File: src/rtl/bep_frame_controller.sv
`default_nettype none
// +--------------------------------------------------------------------------+
// | bep_frame_controller: decodes a pulse-width-coded line into 8-bit frames. |
// | Revision: 1.0                                                             |
// +--------------------------------------------------------------------------+
module bep_frame_controller #(
  parameter int MIN_TIMING = 9,
  parameter int MAX_TIMING = 18,
  parameter int GLITCH_MAX = 2,
  parameter int LONG_LIMIT = 36,
  parameter int TIMEOUT    = 40
) (
  input  logic       clock,
  input  logic       reset,
  input  logic       digital_in,
  output logic [7:0] frame_data,
  output logic       frame_valid,
  input  logic       frame_ready,
  output logic       busy,
  output logic       glitch_err,
  output logic       long_err,
  output logic       timeout_err,
  output logic       overrun
);

  localparam logic [1:0] ST_IDLE = 2'd0;
  localparam logic [1:0] ST_HIGH = 2'd1;
  localparam logic [1:0] ST_LOW  = 2'd2;

  localparam logic [7:0] MIN_W    = 8'(MIN_TIMING);
  localparam logic [7:0] MAX_W    = 8'(MAX_TIMING);
  localparam logic [7:0] GLITCH_W = 8'(GLITCH_MAX);
  localparam logic [7:0] LONG_W   = 8'(LONG_LIMIT);
  localparam logic [7:0] GAP_LAST = 8'(TIMEOUT - 1);

  logic       s1_q, s2_q, s3_q;
  logic [1:0] state_q, state_d;
  logic [7:0] width_q, width_d;
  logic [7:0] gap_q, gap_d;
  logic [7:0] shreg_q, shreg_d;
  logic [3:0] count_q, count_d;
  logic [7:0] frame_data_q, frame_data_d;
  logic       frame_valid_q, frame_valid_d;
  logic       glitch_q, glitch_d;
  logic       long_q, long_d;
  logic       timeout_q, timeout_d;
  logic       overrun_q, overrun_d;
  logic       busy_c;
  logic       publish;

  logic       rise, fall;
  logic [7:0] diff_hi, diff_lo, gap_inc, frame_next;
  logic       bit_one;

  assign rise       = s2_q & ~s3_q;
  assign fall       = s3_q & ~s2_q;
  assign diff_hi    = (width_q >= MAX_W) ? (width_q - MAX_W) : (MAX_W - width_q);
  assign diff_lo    = (width_q >= MIN_W) ? (width_q - MIN_W) : (MIN_W - width_q);
  assign bit_one    = (diff_hi <= diff_lo);
  assign gap_inc    = gap_q + 8'd1;
  assign frame_next = {shreg_q[6:0], bit_one};

  always_ff @(posedge clock) begin
    if (reset) begin
      s1_q          <= 1'b0;
      s2_q          <= 1'b0;
      s3_q          <= 1'b0;
      state_q       <= ST_IDLE;
      width_q       <= 8'd0;
      gap_q         <= 8'd0;
      shreg_q       <= 8'd0;
      count_q       <= 4'd0;
      frame_data_q  <= 8'd0;
      frame_valid_q <= 1'b0;
      glitch_q      <= 1'b0;
      long_q        <= 1'b0;
      timeout_q     <= 1'b0;
      overrun_q     <= 1'b0;
    end else begin
      s1_q          <= digital_in;
      s2_q          <= s1_q;
      s3_q          <= s2_q;
      state_q       <= state_d;
      width_q       <= width_d;
      gap_q         <= gap_d;
      shreg_q       <= shreg_d;
      count_q       <= count_d;
      frame_data_q  <= frame_data_d;
      frame_valid_q <= frame_valid_d;
      glitch_q      <= glitch_d;
      long_q        <= long_d;
      timeout_q     <= timeout_d;
      overrun_q     <= overrun_d;
    end
  end

  always_comb begin
    state_d   = state_q;
    width_d   = width_q;
    gap_d     = gap_q;
    shreg_d   = shreg_q;
    count_d   = count_q;
    glitch_d  = 1'b0;
    long_d    = 1'b0;
    timeout_d = 1'b0;
    publish   = 1'b0;
    case (state_q)
      ST_IDLE: begin
        if (rise) begin
          state_d = ST_HIGH;
          width_d = 8'd1;
        end
      end
      ST_HIGH: begin
        if (!fall) begin
          if (width_q != 8'hFF) width_d = width_q + 8'd1;
        end else if (width_q <= GLITCH_W) begin
          // A glitch is dropped without disturbing the gap already counted.
          glitch_d = 1'b1;
          state_d  = (count_q == 4'd0) ? ST_IDLE : ST_LOW;
        end else if (width_q > LONG_W) begin
          long_d  = 1'b1;
          shreg_d = 8'd0;
          count_d = 4'd0;
          state_d = ST_IDLE;
        end else begin
          shreg_d = frame_next;
          if (count_q == 4'd7) begin
            publish = 1'b1;
            count_d = 4'd0;
            state_d = ST_IDLE;
          end else begin
            count_d = count_q + 4'd1;
            gap_d   = 8'd0;
            state_d = ST_LOW;
          end
        end
      end
      ST_LOW: begin
        if (rise) begin
          state_d = ST_HIGH;
          width_d = 8'd1;
        end else if (gap_inc == GAP_LAST) begin
          timeout_d = 1'b1;
          shreg_d   = 8'd0;
          count_d   = 4'd0;
          state_d   = ST_IDLE;
        end else begin
          gap_d = gap_inc;
        end
      end
      default: state_d = ST_IDLE;
    endcase
  end

  always_comb begin
    frame_data_d  = frame_data_q;
    frame_valid_d = frame_valid_q;
    overrun_d     = 1'b0;
    if (publish) begin
      // An unaccepted frame is never overwritten; the newcomer is dropped.
      if (!frame_valid_q || frame_ready) begin
        frame_data_d  = frame_next;
        frame_valid_d = 1'b1;
      end else begin
        overrun_d = 1'b1;
      end
    end else if (frame_valid_q && frame_ready) begin
      frame_valid_d = 1'b0;
    end
  end

  always_comb begin
    busy_c = (state_q == ST_HIGH) || (state_q == ST_LOW);
  end

  assign frame_data  = frame_data_q;
  assign frame_valid = frame_valid_q;
  assign busy        = busy_c;
  assign glitch_err  = glitch_q;
  assign long_err    = long_q;
  assign timeout_err = timeout_q;
  assign overrun     = overrun_q;

endmodule
`default_nettype wire
File: config.mk
export PLATFORM = sky130hd
export DESIGN_NAME = bep_frame_controller
export DESIGN_NICKNAME = d
export VERILOG_FILES = /design/src/rtl/bep_frame_controller.sv
export SDC_FILE = /design/constraint.sdc
export NUM_CORES = 1
export LEC_CHECK = 0
export ABC_CLOCK_PERIOD_IN_PS = 5400
export BUFFER_PORTS_ARGS = -buffer_cell sky130_fd_sc_hd__buf_2
export CAP_MARGIN = 20
export CORE_UTILIZATION = 68
export CTS_BUF_LIST = sky130_fd_sc_hd__clkbuf_8
export DETAILED_ROUTE_END_ITERATION = 12
export GPL_TIMING_DRIVEN = 0
export PLACE_DENSITY = 0.95
export SYNTH_ARGS = -nofsm -noshare
export SYNTH_HDL_FRONTEND = slang
export SYNTH_SLANG_ARGS = --single-unit
File: constraint.sdc
create_clock -name clock -period 5.4 [get_ports clock]
set_input_delay 0.27 -clock clock [delete_from_list [all_inputs] [get_ports clock]]
set_output_delay 0.27 -clock clock [all_outputs]
set_load 0.02 [all_outputs]
# Word-level counts from Yosys, hierarchy flattened
# Index checks and enable logic that the tools add are counted.
# word_totals
regBits	45
inputBits	4
output_inout_bits	14
wordCells	119
# op_classes
add_sub_neg	7
order_cmp	5
eq_ne	18
mux	47
bitwise_logic	8
n_reduce_logical	20
# op_table
operator	n
8-bit two-way mux	11
7-bit two-way mux	5
8-bit case mux with 2 select lines	2
4-bit two-way mux	6
2-bit inequality test (second input constant)	10
8-bit by 1-bit adder with 8-bit output (second input constant)	2
2-bit two-way mux	8
7-bit case mux with 2 select lines	1
1-bit two-way mux	12
8-bit by 6-bit equality test with 1-bit output (second input constant)	1
8-bit by 4-bit greater-or-equal comparator with 1-bit output (second input constant)	1
8-bit by 5-bit greater-or-equal comparator with 1-bit output (second input constant)	1
8-bit by 6-bit greater-than comparator with 1-bit output (second input constant)	1
8-bit by 2-bit <= comparator with 1-bit output (second input constant)	1
8-bit <= comparator	1
8-bit inequality test (second input constant)	1
4-bit case mux with 2 select lines	1
4-bit by 8-bit subtractor with 8-bit output (first input constant)	1
5-bit by 8-bit subtractor with 8-bit output (first input constant)	1
8-bit by 4-bit subtractor with 8-bit output (second input constant)	1
8-bit by 5-bit subtractor with 8-bit output (second input constant)	1
7-bit AND reduction	1
1-bit inverter	6
2-bit case mux with 3 select lines	1
20 further kinds	28

# Longest topological paths before layout
# depth
word_depth	8
depth_mapped	13

# Least setup slack after synthesis
# No wires, ideal clock.
# synth_path
kind	reg2reg
from	reg width_q[1]
to	reg frame_data_q[0], in the netlist frame_data[0]
setup_ns	0.060
arrival_time_ns	2.820
path_slack_ns	2.520
stages_incl_launch_ff	13
path_cell_list	dfxtp_1 inv_1 ha_1 or3b_2 a21o_1 nor3b_1 a31oi_1 xor2_1 ha_1 nand4_1 or2_2 o211ai_1 o211a_1
# synth_via
elab_chain_cells	6
elab_cells_between_ends	16
cone_classes	4 x add/sub; 5 x order compare; 6 x mux; 1 x reduce/logical
# synth_lines
element	line_no	source
start, declared	38	logic [7:0] width_q, width_d;
start signal, assigned	84	width_q <= width_d;
parallel branches: the longest is 6 deep, another holds 5-bit by 8-bit subtractor with 8-bit output	-	
end signal, assigned	88	frame_data_q <= frame_data_d;
end, declared	42	logic [7:0] frame_data_q, frame_data_d;
# Parallel ways; which one is timed is not known.
# A chain may end at the register's enable or synchronous reset.

# Worst setup path in the final report
# layout_path
from	reg width_q[1]
to	reg shreg_q[0]
# layout_via
elab_chain_cells	7
elab_cells_between_ends	17
cone_classes	4 x add/sub; 5 x order compare; 1 x eq/ne; 6 x mux; 1 x reduce/logical
# layout_lines
element	line_no	source
5-bit by 8-bit subtractor with 8-bit output (tied with other cells)	57	assign diff_hi = (width_q >= MAX_W) ? (width_q - MAX_W) : (MAX_W - width_q);
8-bit two-way mux (on tied branches)	57, 58	
8-bit <= comparator	59	assign bit_one = (diff_hi <= diff_lo);
7-bit two-way mux	121	end else if (width_q > LONG_W) begin
7-bit two-way mux	117	end else if (width_q <= GLITCH_W) begin
7-bit two-way mux	115	if (!fall) begin
7-bit case mux with 2 select lines	107	case (state_q)
end signal, assigned	86	shreg_q <= shreg_d;
end, declared	40	logic [7:0] shreg_q, shreg_d;
# Several ways; a longest one is shown, not always the timed one. The select of a mux whose other input is x is not followed.

==> results.md <==
* Worst rel slew slack at 47.7%
* Worst reg2reg path depth at 12
* Filler Cells Inserted at 289
* Nets at 407
* Hold-fix buffers, CTS at 0
* Final hold violations at 0
* Placed cells at 423
* FP Rows at 23
* Reg-to-Reg End: shreg_q[0]$_SDFFE_PP0P_
* Hold Path Origin: digital_in
* Least-Margin Pin Slew at 0.781 ns
* Yosys cell types at 56
* Final Critical Period at 3.40 ns
* Hold depth at 2
* Worst Hold Class: input pin to flip-flop
* List of most frequent post-synthesis cells: dfxtp_1, nand2_1, ha_1
* Grt met1 use at 41.5%
* Setup slack after layout at 2.00 ns
* Gr busiest metal: met2
* Top-count cell post-synth: dfxtp_1
* Max FO, Critical Path at 10
* CTS Buf Count at 5
* Met2 GRT Util at 56.7%
* Io pins at 18
* Yosys top cell area share at 30.8%
* Detail Route Antenna Nets at 0
* Final setup viols at 0
* Via count at 2,878
* Fin. max-slew vios at 0
* Post-CTS Setup Bufs at 0
* # diodes at 0
* RSZ-0062 raised after global routing: false
* Sequential area share after synthesis at 30.8%
* Share of cells above drive strength 1 at 12.1%
* Port bufs at 16
* Kind of critical path: flip-flop to flip-flop
* Mapped Cells at 357
* Setup WS pre-CTS at 2.07 ns
* Worst Skew at 0.00863 ns
* End of the critical path: shreg_q[0]$_SDFFE_PP0P_
* Clock Tree Root: clkbuf_8
* Hold Slack at 0.206 ns
* CP peak stage delay at 0.54 ns
* CTS tree: done
* Crit path depth at 12
* Syn Area/Cell at 8.20 um2
* Initial DRC count at 260
* Total gr overflow at 0
* Area growth syn-to-layout at 8.07%
* Yosys Warn Count at 0
* Critical Path End Type: flip-flop
* Fmax at 294 MHz
* FF-to-FF Start: width_q[1]$_SDFFE_PP0P_
* Chip height at 67.6 um
* Final period utilization at 63.0%
* GRT Resource Usage Total at 33.6%
* CP top delay family: compound AO/OA/AOI/OAI gates
* Largest net degree at the start of global routing at 17
* Setup_tns at 0 ns
* Die width at 67.6 um
* Initial core utilization at 72.2%
* Peak supply drop at 0.244 mV
* Synth area leader: dfxtp_1
* Slowest-stage cell, CP: dfxtp_1
* First-pass iteration count of the detailed router at 7
* Cell Chain, Critical Path: inv_1, ha_1, or3b_2, a21o_1, nor3b_1, a31oi_1, xor2_1, ha_1, nand2_1, o21ai_0, o21ai_0, a32o_1
* Worst Path Buf+Inv at 1
* Register bit total from synthesis at 45
* PnR Total Power at 0.621 mW
* Worst R2R Setup Slack at 2.00 ns
* Post-synth EDFFs at 0
* Worst Setup Start Kind: flip-flop
* Worst setup path startpoint: width_q[1]$_SDFFE_PP0P_
* Total Wirelength at 7.12 mm
* Synthesized Nets at 384
* CTS Buffer Depth at 2
* Fin cells at 431
* Post-synthesis async set-or-reset flop share at 0%
* H-tree depth at 2
* Initial antenna violation count at 0
* Die area at 4570 um2
* Synth Cell Area at 2930 um2
* Vias per cell at 6.68
* HPWL Detailed at 5.06 mm
* DRC Markers at 0
* Pleak at 1.19 nW
* Clk Latency, worst-skew pair at 0.31 ns
* Primary FF master, synth: dfxtp_1
* Grt met3 use at 5.74%
* Vias in the first global route at 2,560
* Final RePlAce weighted congestion at 0.961
* Max-cap violations at 0
* Core Area at 4060 um2
* Routed len/inst at 16.5 um
* First-pass GRT wire length at 11.5 mm
* Worst path required time at 5.61 ns
* Pwr dens at 196 nW/um2
* Post-cts resize count at 0
* Status: finished, final reports clean
* CTS Sinks at 45
* Leading post-synthesis cells by cell area: dfxtp_1, ha_1, mux2i_1, nand2_1, a21oi_1
* Reg clk slew, reported paths at 0.10 ns
* WP data arrival at 3.61 ns
-- routing by layer --
layer	vias up	wire, um	share of wire, %
met2	151	3440	48
li1	1352	-	-
met5	-	0	0
met3	34	471	6.6
met4	0	225	3.2
met1	1341	2980	42
-- per-stage QoR --
stage / util [%] / cell area (um2)
3_5_place_dp: 75.7 / 3070
4_1_cts: 78.0 / 3170
2_1_floorplan: - / 2930
5_1_grt: 78.0 / 3170
3_3_place_gp: 75.7 / 3070
6_report: 78.0 / 3170
-- power by group --
group	switching [mW]	internal [mW]	leakage, nW
logic	0.0391	0.0198	0.780
registers	0.00427	0.335	0.363
clock network	0.129	0.0944	0.0452
-- flip-flops by register name (all words and copies together) (netlist names), 2 cells and up --
register,count
count_q,4
gap_q,8
frame_data,8
shreg_q,7
state_q,2
width_q,8
-- placed cells by master, fill, tap and decap left out, drive strengths merged, types with 14 or more instances in the layout --
master  netlist  layout
a21oi        20      20
buf           7      23
clkbuf       15      20
dfxtp        45      45
ha           23      23
inv          15      17
mux2i        14      14
nand2        28      28
nor2         21      21
nor3         20      20
o21ai        22      22
-- layout make-up --
class	instances	area, um2	area share, %
Buffer	22	96.3	3.04
Inverter	16	60.1	1.90
Tap cell	50	62.6	1.98
Multi-Input combinational cell	274	1870	59.1
Timing Repair Buffer	16	80.1	2.53
Sequential cell	45	901	28.5
Clock inverter	3	25.0	0.791
Clock buffer	5	68.8	2.17
-- logic make-up after synthesis --
kind of cell    count (synthesis)  share of synthesized area [%]
simple gates                  135                           24.8
compound gates                 90                           20.9
flops                          45                           30.8
buf+inv                        38                           5.34
fa+ha+maj                      23                           9.82
mux                            14                           4.78
xor+xnor                       12                           3.59
-- worst min-delay path by stage --
| stage | end | slack (ns) |
|---|---|---|
| 2_1_floorplan | s1_q$_SDFF_PP0_ | 0.40 |
| 3_5_place_dp | s2_q$_SDFF_PP0_ | 0.46 |
| 3_3_place_gp | s2_q$_SDFF_PP0_ | 0.42 |
| 5_1_grt | s1_q$_SDFF_PP0_ | 0.24 |
| 6_report | s1_q$_SDFF_PP0_ | 0.21 |
| 4_1_cts | s1_q$_SDFF_PP0_ | 0.23 |
-- worst register-to-register path: stages (launching register included) --
cell and delay, ns:
dfxtp_1 0.54, inv_1 0.18, ha_1 0.24, or3b_2 0.43
a21o_1 0.28, nor3b_1 0.28, a31oi_1 0.09, xor2_1 0.16
ha_1 0.33, nand2_1 0.06, o21ai_0 0.29, o21ai_0 0.19
a32o_1 0.25
(Power assumes the default switching activity.)
